<file path="config.mk">
export PLATFORM = sky130hd
export DESIGN_NAME = complex_logic_sweeper
export DESIGN_NICKNAME = d
export VERILOG_FILES = /design/src/rtl/complex_logic_sweeper.sv
export SDC_FILE = /design/constraint.sdc
export NUM_CORES = 1
export LEC_CHECK = 0
export ABC_AREA = 1
export BUFFER_PORTS_ARGS = -buffer_cell sky130_fd_sc_hd__clkbuf_2
export CORE_MARGIN = 2
export CORE_UTILIZATION = 45
export CTS_CLUSTER_SIZE = 14
export DETAILED_ROUTE_END_ITERATION = 8
export MAX_ROUTING_LAYER = met4
export PLACE_DENSITY = 0.66
export SLEW_MARGIN = 40
export SYNTH_ARGS = -nofsm -noshare
export SYNTH_HDL_FRONTEND = slang
export SYNTH_SLANG_ARGS = --single-unit
</file>
<file path="constraint.sdc">
create_clock -name clk -period 1.8 [get_ports clk]
set_input_delay 0.27 -clock clk [delete_from_list [all_inputs] [get_ports clk]]
set_output_delay 0.27 -clock clk [all_outputs]
set_load 0.01 [all_outputs]
</file>
<file path="src/rtl/complex_logic_sweeper.sv">
// Exhaustive driver/checker for the 4-input, 6-output complex_logic network:
// walks all 16 input vectors, samples y after a settle window and streams one result beat per vector.
module complex_logic_sweeper #(
  parameter int SETTLE_CYCLES = 2,
  parameter int ERR_W         = 5
) (
  input  logic             clk,
  input  logic             rst_n,
  input  logic             start,
  output logic             busy,
  output logic             done,
  output logic             pass,
  output logic [ERR_W-1:0] err_count,
  output logic             a,
  output logic             b,
  output logic             c,
  output logic             d,
  input  logic [5:0]       y_in,
  output logic             res_valid,
  input  logic             res_ready,
  output logic [3:0]       res_vec,
  output logic [5:0]       res_y,
  output logic             res_err
);

  localparam logic [3:0] SETTLE_LOAD = 4'(SETTLE_CYCLES - 1);
  localparam logic [3:0] LAST_VEC    = 4'd15;

  typedef enum logic [2:0] {IDLE, DRIVE, SAMPLE, EMIT, FIN} state_t;

  state_t     state, state_nxt;
  logic [3:0] vec;
  logic [3:0] settle;
  logic       accept;
  logic       mismatch;

  function automatic logic [5:0] golden(input logic [3:0] v);
    logic ga, gb, gc, gd;
    logic y1, y2, y3, y4, y5, y6;
    {ga, gb, gc, gd} = v;
    y1 = ga & ~gb;
    y2 = (ga & gb) | gc | gd;
    y3 = ~(ga & gb) ^ ~(gc | gd);
    y4 = ~((ga ^ gc) & ~(gb ^ gd));
    y5 = ~(y1 | y2);
    y6 = ~(y3 ^ y4);
    return {y6, y5, y4, y3, y2, y1};
  endfunction

  function automatic logic [ERR_W-1:0] sat_inc(input logic [ERR_W-1:0] x);
    return (&x) ? x : x + 1'b1;
  endfunction

  assign accept   = res_valid & res_ready;
  assign mismatch = (y_in != golden(vec));

  always_ff @(posedge clk or negedge rst_n) begin
    if (!rst_n) state <= IDLE;
    else        state <= state_nxt;
  end

  always_comb begin
    state_nxt = state;
    unique case (state)
      IDLE:    if (start) state_nxt = DRIVE;
      DRIVE:   if (settle == 4'd0) state_nxt = SAMPLE;
      SAMPLE:  state_nxt = EMIT;
      EMIT:    if (accept) state_nxt = (vec == LAST_VEC) ? FIN : DRIVE;
      FIN:     state_nxt = IDLE;
      default: state_nxt = IDLE;
    endcase
  end

  // Network drive, result beat and sweep status all follow the FSM transitions.
  always_ff @(posedge clk or negedge rst_n) begin
    if (!rst_n) begin
      vec          <= '0;
      settle       <= '0;
      {a, b, c, d} <= '0;
      busy         <= 1'b0;
      done         <= 1'b0;
      pass         <= 1'b0;
      err_count    <= '0;
      res_valid    <= 1'b0;
      res_vec      <= '0;
      res_y        <= '0;
      res_err      <= 1'b0;
    end else begin
      unique case (state)
        IDLE: begin
          if (start) begin
            vec          <= '0;
            {a, b, c, d} <= '0;
            settle       <= SETTLE_LOAD;
            err_count    <= '0;
            pass         <= 1'b0;
            busy         <= 1'b1;
          end
        end
        DRIVE: begin
          if (settle != 4'd0) settle <= settle - 4'd1;
        end
        SAMPLE: begin
          res_y     <= y_in;
          res_vec   <= vec;
          res_err   <= mismatch;
          res_valid <= 1'b1;
          if (mismatch) err_count <= sat_inc(err_count);
        end
        EMIT: begin
          if (accept) begin
            res_valid <= 1'b0;
            if (vec == LAST_VEC) begin
              done <= 1'b1;
              pass <= (err_count == '0);
              busy <= 1'b0;
            end else begin
              vec          <= vec + 4'd1;
              {a, b, c, d} <= vec + 4'd1;
              settle       <= SETTLE_LOAD;
            end
          end
        end
        FIN: begin
          done         <= 1'b0;
          {a, b, c, d} <= '0;
        end
        default: ;
      endcase
    end
  end

endmodule
</file>
# Word level (Yosys, flattened, before mapping)
# Index checks and enable logic that the tools add are counted.
dict set report totals {
  reg_bits 35
  latch_bits 0
  ram_bits 0
  romBits 0
  inputBits 10
  output_inout_bits 24
  wordCells 113
  memories 0
}
dict set report classes {
  addsub 3
  mul 0
  div 0
  order_cmp 0
  n_eq_ne 14
  shift 0
  muxes 43
  bitwise 19
  reduce_logical 19
}
# operator count
set ops {}
lappend ops {{$mux 4} 7}
lappend ops {{$mux 1} 17}
lappend ops {{$ne 2x2->1 const B} 8}
lappend ops {{$reduce_and 4->1} 4}
lappend ops {{$mux 5} 3}
lappend ops {{$mux 3} 4}
lappend ops {{$pmux 1 s3} 4}
lappend ops {{$pmux 3 s4} 1}
lappend ops {{$pmux 4 s3} 1}
lappend ops {{$pmux 5 s2} 1}
lappend ops {{$reduce_and 5->1} 2}
lappend ops {{$pmux 1 s2} 4}
lappend ops {{$pmux 4 s2} 1}
lappend ops {{$reduce_bool 2->1} 4}
lappend ops {{$not 1->1} 7}
lappend ops {{$eq 3x2->1 const B} 2}
lappend ops {{$ne 6x6->1} 1}
lappend ops {{$reduce_and 3->1} 2}
lappend ops {{$reduce_bool 3->1} 2}
lappend ops {{$add 5x1->5 const B} 1}
lappend ops {{$logic_not 5->1} 1}
lappend ops {{$add 4x1->4 const B} 1}
lappend ops {{$and 1x1->1} 4}
lappend ops {{$eq 4x4->1 const B} 1}
lappend ops {{other kinds (9)} 15}

# Logic depth before layout (Yosys ltp)
# Gate-level depths: netlist of run 1.
dict set report depth {
  word_depth 9
  ltp_mapped 12
  ltp_nobuf 12
}

# Worst setup path after synthesis of run 1
# No wires, ideal clock.
dict set report synth_timing {
  path_type {flip-flop to flip-flop}
  start {reg err_count[0]}
  end {reg err_count[0]}
  setup_ps 117
  arrival_time_ps 1402
  required_ps 1683
  path_slack_ps 281
  path_stages_with_launch 11
  path_buffers 0
  synth_period_minus_slack_ps 1519
  cell_sequence {dfrtp_1 > ha_1 > nand2_1 > nor2_1 > ha_1 > nor2_1 > nor2_1 > nor2_4 > nand2_4 > nand2_1 > nand2_1}
}
dict set report synth_via {
  elab_chain_len 4
  word_cells_on_any_way 7
  cone_classes {add/sub: 1; eq/ne: 1; mux: 3; reduce/logical: 2}
}
# item line
set synth_rtl {}
lappend synth_rtl {{start, declared} 13} ;# output logic [ERR_W-1:0] err_count,
lappend synth_rtl {{start signal, assigned} 108} ;# if (mismatch) err_count <= sat_inc(err_count);
lappend synth_rtl {{$add 5x1->5} 51} ;# return (&x) ? x : x + 1'b1;
lappend synth_rtl {{$mux 5} 51}
lappend synth_rtl {{$mux 5} 108}
lappend synth_rtl {{$pmux 5 s2} 89} ;# unique case (state)
# Parallel ways exist; a longest one is shown, timed or not. The select of a mux whose other input is x is not followed.
# A chain may end at the register's enable or synchronous reset.

# Worst setup path in the final report of run 1
dict set report layout_timing {
  start {reg vec[1]}
  end {reg err_count[4]}
}
dict set report layout_via {
  elab_chain_len 8
  word_cells_on_any_way 15
  cone_classes {eq/ne: 2; bitwise: 12; reduce/logical: 1}
}
# item line
set layout_rtl {}
lappend layout_rtl {{start, declared} 32} ;# logic [3:0] vec;
lappend layout_rtl {{start signal, assigned} 118} ;# vec <= vec + 4'd1;
lappend layout_rtl {{$or 1x1->1 / $xor 1x1->1 (equally long branches)} {43, 44}}
lappend layout_rtl {{$not 1->1 / $and 1x1->1 (equally long branches)} {43, 44}}
lappend layout_rtl {{$xor 1x1->1 / $not 1->1 (equally long branches)} {43, 44}}
lappend layout_rtl {{$xor 1x1->1} 46} ;# y6 = ~(y3 ^ y4);
lappend layout_rtl {{$not 1->1} 46}
lappend layout_rtl {{$ne 6x6->1 (*)} 55} ;# assign mismatch = (y_in != golden(vec));
lappend layout_rtl {{$ne 2x2->1 (no line) (*)} n/a}
lappend layout_rtl {{$reduce_and 4->1 (no line) (*)} n/a}
# Mark *: on every way between the ends. The rest lies on a longest branch, timed or not.

==> results of run 1 <==
[cells by family after synthesis]
logic type / after synthesis
buf+inv: 42
flops: 35
xor+xnor: 2
compound gates: 41
simple gates: 121
fa+ha+maj: 7
[final cells by class]
class | count | share of cell area, %
Timing Repair Buffer | 36 | 8.14
Clock buffer | 8 | 4.34
Multi-Input combinational cell | 171 | 40.1
Tap cell | 52 | 2.82
Inverter | 38 | 6.51
Sequential cell | 35 | 38.1
[critical path, stage by stage, from the launching register on]
cell     delay [ns]
dfrtp_1        0.43
inv_2          0.12
ha_2           0.20
nand3_1        0.12
nand3_1        0.14
nand2_1        0.06
nand2_1        0.05
nand2_1        0.08
nand3_4        0.13
nand2_4        0.08
nand2_1        0.06
nand2_1        0.05
[state kept, by name, summed over array words and instances (netlist names)]
register	flops
err_count	5
done	1
pass	1
res_vec	4
res_y	6
a	1
c	1
state	3
d	1
busy	1
settle	4
vec	4
b	1
res_valid	1
res_err	1
[worst max path at each step]
stage | slack [ns] | startpoint | end
detailed placement | 0.12 | vec[0] | res_err
finish | 0.18 | vec[1] | err_count[4]
floorplan | 0.28 | err_count[0] | err_count[0]
global route | -0.005 | vec[1] | err_count[3]
global placement | 0.16 | vec[1] | res_err
CTS | 0.1 | vec[0] | err_count[2]
[routing by layer]
metal	wire [µm]	GRT usage, %	part of all wire [%]
met1	2040	25.4	50
met2	1940	28.2	47
met3	122	4.47	3.0
met4	13	5.13	0.32
met5	0	-	0
[Yosys cell counts, types with 2 or more instances]
cell      instances  area (µm²)
nand2_1          65         244
dfrtp_1          35         876
inv_1            32         120
o21ai_0          25         125
nand3_1          22         110
nor2_1           15        56.3
ha_1              7        87.6
a21oi_1           5        25.0
nand2_2           5        31.3
inv_2             4        15.0
nor2_2            3        18.8
nor2_4            3        33.8
o21ai_1           3        15.0
buf_6             2        22.5
nand2_4           2        22.5
nand3_4           2        35.0
o211ai_1          2        15.0
xor2_1            2        17.5
[power groups by stage]
stage,Sequential [mW],Combinational (mW),Clock (mW)
2_1_floorplan,1.26,1.14,0
3_3_place_gp,1.21,1.63,0
3_5_place_dp,1.22,1.65,0
4_1_cts,1.21,1.65,0.648
5_1_grt,1.24,1.89,0.685
6_report,1.21,1.64,0.633
[what timing repair did]
| item | in CTS | in global routing |
|---|---|---|
| resized for setup | 0 | 5 |
| buffers inserted | 0 | 0 |
| setup endpoints to repair | 0 | 6 |
| hold buffers | 0 | 0 |
[through the flow]
| step | util (%) | total power [mW] |
|---|---|---|
| after detailed placement | 51.2 | 2.87 |
| after global placement | 51.2 | 2.84 |
| final | 53.7 | 3.49 |
| after global routing | 53.7 | 3.82 |
| after floorplan | - | 2.40 |
| after CTS | 53.5 | 3.51 |
==> impl_metrics.tcl, run 1 <==
set metrics [dict create \
    status "finished clean" \
    synth_xor_area_share_pct 0.887 \
    irDropWorstVdd_mv 0.720 \
    cts_root_buffer "clkbuf_8" \
    die-area_um2 4940 \
    ys.flop_type "dfrtp_1" \
    synth_edf_count 0 \
    layout_common_cells "nand2_1 (65), dfrtp_1 (34), clkbuf_2 (33)" \
    cp-start-kind "flop" \
    min_period_over_period_pct 90.0 \
    wl_per_cell_um 12.1 \
    firstDrtPassIters 4 \
    cts_sinks 35 \
    place_ws_ns 0.116 \
    ant_nets 0 \
    die_x_um 70.3 \
    wl_mm 4.12 \
    maxCapViolCount 0 \
    num_vias 1665 \
    cts_htree_levels 2 \
    gp_congestion 0.908 \
    yosysWarnings 0 \
    clkPwrFrac_pct 18.1 \
    cts_tree "done" \
    p_sw_share_pct 43.4 \
    nNetsFinal 304 \
    maxSlewViolCount 0 \
    fin_skew_ns 0.00216 \
    syn_area_um2 1980 \
    grt_pass1_vias 1567 \
    synth-seq-cells 35 \
    r2r_end "err_count[4]" \
    diodes 0 \
    hold_slack_ns 0.0204 \
    dp.cells 332 \
    comb_power_share_pct 47.1 \
    yosys.area_share.adder_pct 4.43 \
    initial_core_util_pct 46.0 \
    fill_cells 428 \
    clk_pin_slew_ns 0.07 \
    drtIter0Drc 137 \
    design_area_um2 2300 \
    clkLatencyLatePin_ns 0.28 \
    pin_count 34 \
    synth_compound_area_share_pct 11.8 \
    synth-simple-area-share_pct 29.4 \
    critPathKind "flop to flop" \
    maxClockFrequency_mhz 617 \
    power.share.sequential_pct 34.7 \
    ys_seq_area_share_pct 44.3 \
    place_hpwl_mm 3.05 \
    cts_buffer_depth 2 \
    stdcell_count 340 \
    place_area_um2 2200 \
    drive_gt1_share_pct 25.0 \
    seq_area_um2 877 \
    synthArstFlopShare_pct 100 \
    finalHoldViolations 0 \
    gr-usage-all-layers_pct 18.7 \
    crit_fanout 7 \
    synth_top_family_by_area "simple AND/OR/NAND/NOR gates" \
    multiInputGateArea_um2 925 \
    syn_nets 265 \
    antenna_found_initial 0 \
    r2r_start "vec[1]" \
    p_int_mw 1.98 \
    finalSetupTns_ns 0 \
    ys_types 32 \
    worstMarginPinSlew_ns 0.452 \
    setup_viol 0 \
    overflow 0 \
    final_common_cell "nand2_1" \
    arrival_ns 1.80 \
    io_buffers 33 \
    p_per_area_nw_per_um2 1510 \
    grt_first_pass_wirelength_mm 7.24 \
    synth_cells 248 \
    setup_slack_ns 0.179 \
    core_um2 4290 \
    cp-end-kind "flop" \
    post-route-drc-count 0 \
    cp_data_required_time_ns 1.98 \
    fin_crit_ns 1.62 \
    cts_buffers 5 \
    core.rowCount 24 \
    fp.dieH_um 70.3 \
    avgViaCountPerCell 4.90 \
    leakagePower_nw 1.22 \
    relSlewSlack_pct 69.9 \
    syn_area_per_cell_um2 7.97 \
    rrSetupSlack_ns 0.18 \
    area_growth_syn_to_layout_pct 16.7 \
    grt_start_max_net_pins 36 \
    hp-class "input pin to async pin" \
    synth_mux_area_share_pct 0 \
    p_sw_mw 1.51 \
    rr_worst_depth 11 \
]
Power figures use the tool's default switching activity.
==> inputs of run 2 (changes only) <==
CELL_PAD_IN_SITES_DETAIL_PLACEMENT = 0   (was unset)
CELL_PAD_IN_SITES_GLOBAL_PLACEMENT = 1   (was unset)
CORE_UTILIZATION = 41   (was 45)
PLACE_DENSITY = unset   (was 0.66)
PLACE_DENSITY_LB_ADDON = 0.08   (was unset)
==> run 2 against run 1 <==
Against the previous run:
- global-route usage fell by 1.0 points
- sequential power barely moved
- non-clock buffer count rose by 3
- die area rose by 9.2%
- clock-buffer cell count fell by 3
- via count rose by 0.84%
- clock power rose by 36%
- final area rose by 2.5%
- flip-flop and latch count did not move
- clock skew rose by 0.0044 ns
- routed wire length rose by 3.5%
- sequential share of layout area fell by 0.98 points
- critical path type unchanged
==> impl_metrics.tcl, run 2 (same netlist as run 1, synthesis figures left out) <==
set metrics [dict create \
    clkLatencyLatePin_ns 0.29 \
    cp_data_required_time_ns 1.98 \
    largest_register_ffs 6 \
    cp-start-kind "flop" \
    grt_start_max_net_pins 36 \
    largest_register "res_y" \
    pin_count 34 \
    stdcell_count 345 \
    maxCapViolCount 0 \
    reg.largest.list "res_y: 6 flops, err_count: 5 flops" \
    core_um2 4690 \
    io_buffers 33 \
    p_sw_mw 1.53 \
    clkPwrFrac_pct 23.0 \
    finalHoldViolations 0 \
    overflow 0 \
    power.share.sequential_pct 32.3 \
    design_area_um2 2360 \
    cts_buffer_depth 2 \
    drive_gt1_share_pct 25.1 \
    relSlewSlack_pct 69.7 \
    finalSetupTns_ns 0 \
    worstMarginPinSlew_ns 0.455 \
    grt_pass1_vias 1501 \
    p_per_area_nw_per_um2 1580 \
    ant_nets 0 \
    p_int_mw 2.20 \
    hold_slack_ns 0.00426 \
    rsz0062_at_grt "no" \
    avgViaCountPerCell 4.87 \
    irDropWorstVdd_mv 0.792 \
    fin_crit_ns 1.62 \
    wl_mm 4.26 \
    antenna_found_initial 0 \
    arrival_ns 1.80 \
    area_growth_syn_to_layout_pct 19.6 \
    status "finished clean" \
    maxSlewViolCount 0 \
    fp.dieH_um 73.4 \
    nNetsFinal 307 \
    core.rowCount 25 \
    critPathKind "flop to flop" \
    die-area_um2 5390 \
    clk_pin_slew_ns 0.08 \
    place_hpwl_mm 3.28 \
    wl_per_cell_um 12.3 \
    cp-end-kind "flop" \
    hp-class "input pin to async pin" \
    layout_common_cells "nand2_1 (65), dfrtp_1 (35), clkbuf_2 (33)" \
    diodes 0 \
    fin_skew_ns 0.00651 \
    place_area_um2 2220 \
    cts_root_buffer "clkbuf_8" \
    post-route-drc-count 0 \
    p_total_mw 3.73 \
    comb_power_share_pct 44.8 \
    gp_congestion 0.792 \
    crit_fanout 7 \
    cts_tree "done" \
    min_period_over_period_pct 90.1 \
    r2r_start "vec[0]" \
    critPathLaunch "vec[0]" \
    cts_setup_buffers 0 \
    rr_worst_depth 11 \
    die_x_um 73.4 \
    grt_first_pass_wirelength_mm 6.98 \
    p_sw_share_pct 41.1 \
    setup_viol 0 \
    firstDrtPassIters 4 \
    final_common_cell "nand2_1" \
    initial_core_util_pct 42.1 \
    num_vias 1679 \
    cts_buffers 5 \
    leakagePower_nw 1.25 \
    dp.cells 337 \
    cts_sinks 35 \
    drtIter0Drc 41 \
    cts_htree_levels 2 \
    maxClockFrequency_mhz 617 \
    gr-usage-all-layers_pct 17.7 \
]
## run 2: power by group through the flow
stage / registers, mW / logic, mW / clock network [mW]
2_1_floorplan: 1.26 / 1.14 / 0
3_3_place_gp: 1.21 / 1.69 / 0
3_5_place_dp: 1.22 / 1.70 / 0
4_1_cts: 1.21 / 1.70 / 0.876
5_1_grt: 1.24 / 1.92 / 0.904
6_report: 1.20 / 1.67 / 0.858
## run 2: layout make-up
cell class | count | area [µm²]
Inverter | 38 | 150
Sequential cell | 35 | 876
Clock inverter | 3 | 67.6
Fill cell | 494 | 2330
Timing Repair Buffer | 39 | 210
Multi-Input combinational cell | 171 | 922
Tap cell | 54 | 67.6
Clock buffer | 5 | 68.8
## run 2: final timing paths
check | slack (ns) | endpoint
worst max register to register | 0.18 | err_count[0]
worst min-delay path | 0.004 | b
worst min register to register | 0.49 | res_y[0]
max in group asynchronous | 1.47 | err_count[0]
min in group clk | 0.23 | res_y[2]
worst max-delay path | 0.18 | err_count[0]
## run 2: layer usage
layer  vias up  part of all wire, %  global-route usage (%)
li1        871                    -                       -
met1       779                   49                    22.2
met2        22                   46                    27.8
met3         7                  2.8                    3.70
met4         0                  1.7                    7.27
met5         -                    0                       -
## run 2: critical path: stages, from the launching register on
cell and delay [ns]:
dfrtp_1 0.43, inv_2 0.12, ha_1 0.20, nand3_1 0.12
nand3_1 0.14, nand2_1 0.06, nand2_1 0.05, nand2_1 0.08
nand3_4 0.13, nand2_4 0.08, nand2_1 0.06, nand2_1 0.04
## run 2: repair_timing
item                                    4_1_cts  5_1_grt
gates resized for setup                       0        2
hold buffers                                  0        0
endpoints found under the setup margin        0        6
## run 2: per-stage QoR
step / util [%] / setup WS, ns
final: 50.3 / 0.179
after floorplan: - / 0.281
after CTS: 50.3 / 0.0906
after global placement: 47.4 / 0.155
after detailed placement: 47.4 / 0.108
after global routing: 50.3 / 0.00307
==> inputs of run 3 (changes only) <==
GPL_TIMING_DRIVEN = 0   (was unset)
SKIP_LAST_GASP = 1   (was unset)
==> run 3 against run 2 <==
Against the previous run:
- clock skew fell by 0.0034 ns
- cell count increased by 0.58%
- register-to-register slack about the same
- first-iteration DRC count is 130% higher
- via count up 2.0%
- critical path type unchanged
- largest cell class unchanged
- highest routed layer unchanged
==> impl_metrics.tcl, run 3 (same netlist as run 1, synthesis figures left out) <==
set metrics [dict create \
    final_common_cell "nand2_1" \
    largest_register_ffs 6 \
    grt_first_pass_wirelength_mm 7.38 \
    overflow 0 \
    area_growth_syn_to_layout_pct 19.6 \
    cts_tree "done" \
    crit_fanout 6 \
    pin_count 34 \
    die-area_um2 5390 \
    worstHoldStart "y_in[2]" \
    nNetsFinal 309 \
    rr_worst_depth 9 \
    gr-usage-all-layers_pct 18.4 \
    layout_common_cells "nand2_1 (64), dfrtp_1 (32), clkbuf_2 (32)" \
    critPathKind "flop to flop" \
    ant_nets 0 \
    post-route-drc-count 0 \
    cp-end-kind "flop" \
    drtIter0Drc 95 \
    finalSetupTns_ns 0 \
    antenna_found_initial 0 \
    setup_viol 0 \
    grt.met2_usage_pct 29.9 \
    wl_mm 4.22 \
    grt_start_max_net_pins 36 \
    relSlewSlack_pct 67.6 \
    gp_congestion 0.805 \
    use_met3_pct 3.70 \
    cts_root_buffer "clkbuf_8" \
    cp-start-kind "flop" \
    cts_buffer_depth 2 \
    avgViaCountPerCell 4.93 \
    worstMarginPinSlew_ns 0.486 \
    firstDrtPassIters 4 \
    die_x_um 73.4 \
    hp-class "input pin to flop" \
    worstHoldPathCells 3 \
    reg.largest.list "res_y: 6 flops, err_count: 5 flops" \
    min_period_over_period_pct 90.8 \
    maxSlewViolCount 0 \
    num_vias 1712 \
    cts_sinks 35 \
    min_to "res_y[2]" \
    drive_gt1_share_pct 26.6 \
    maxClockFrequency_mhz 612 \
    status "finished clean" \
    fp.dieH_um 73.4 \
    arrival_ns 1.84 \
    place_hpwl_mm 3.15 \
    wl_per_cell_um 12.1 \
    setup_slack_ns 0.166 \
    irDropWorstVdd_mv 0.614 \
    p_per_area_nw_per_um2 1500 \
    fin_crit_ns 1.63 \
    grt_pass1_vias 1595 \
    multiInputGateArea_um2 930 \
    grt.met1_usage_pct 22.4 \
    leakagePower_nw 1.24 \
    p_total_mw 3.54 \
    clk_pin_slew_ns 0.07 \
    clkLatencyLatePin_ns 0.29 \
    maxCapViolCount 0 \
    largest_register "res_y" \
    finalHoldViolations 0 \
    fill_cells 509 \
    place_ws_ns 0.0706 \
    initial_core_util_pct 42.1 \
    busiest_layer "met2" \
    cts_buffers 5 \
    seq_area_um2 880 \
    io_buffers 33 \
    fin_skew_ns 0.00313 \
    rrSetupSlack_ns 0.17 \
    cp_data_required_time_ns 2.01 \
    core_um2 4690 \
    core.rowCount 25 \
    diodes 0 \
    r2r_start "vec[0]" \
    cts_htree_levels 2 \
    r2r_end "vec[2]" \
]
==> run 3: how the worst max path moves through the flow <==
stage / start / end / slack (ns) / cells after the start
after floorplan: err_count[0] / err_count[0] / 0.28 / 10
after global placement: vec[0] / err_count[0] / 0.06 / 10
after detailed placement: vec[0] / err_count[2] / 0.07 / 10
after CTS: vec[0] / err_count[2] / 0.06 / 10
after global routing: vec[0] / d / -0.0002 / 6
final: vec[0] / vec[2] / 0.17 / 9
==> run 3: where the power goes <==
group	total, mW	internal, mW	switching [mW]	leakage (nW)
registers	1.20	1.04	0.165	0.447
clock network	0.632	0.349	0.283	0.0515
logic	1.71	0.628	1.08	0.740
total	3.54	2.01	1.53	1.24
==> run 3: worst max-delay path: stages (launching register included) <==
cell	delay, ns
dfrtp_2	0.45
buf_4	0.15
ha_1	0.24
nand2_1	0.12
nor2_4	0.06
inv_1	0.09
nand2_1	0.07
nor2_2	0.21
nand2_1	0.09
o21ai_0	0.08
==> run 3: cell type report <==
type                            instances  share of cell area, %
Buffer                                  4                   1.27
Sequential cell                        35                   37.2
Clock buffer                            8                   4.24
Tap cell                               54                   2.86
Inverter                               38                   6.57
Multi-Input combinational cell        171                   39.4
Timing Repair Buffer                   37                   8.47
==> run 3: layer usage <==
layer  part of all wire (%)  wire length [µm]
met1                     45              1910
met2                     49              2050
met3                    4.0               170
met4                    1.9                81
met5                      0                 0
==> run 3: what timing repair did <==
| item | 4_1_cts | 5_1_grt |
|---|---|---|
| setup endpoints to repair | 0 | 6 |
| gates resized for setup | 0 | 11 |
| hold buffers | 1 | 0 |
| setup buffers | 0 | 3 |
| hold endpoints to repair | 35 | 0 |
==> run 3: per-stage QoR <==
stage          hold WS, ns  utilization, %  cells  instance area (µm²)
3_3_place_gp         0.435            47.1    335                 2210
2_1_floorplan      -0.0256               -    248                 1980
3_5_place_dp         0.298            47.1    335                 2210
6_report             0.232            50.3    347                 2360
5_1_grt              0.281            50.3    347                 2360
4_1_cts              0.232            49.5    344                 2320
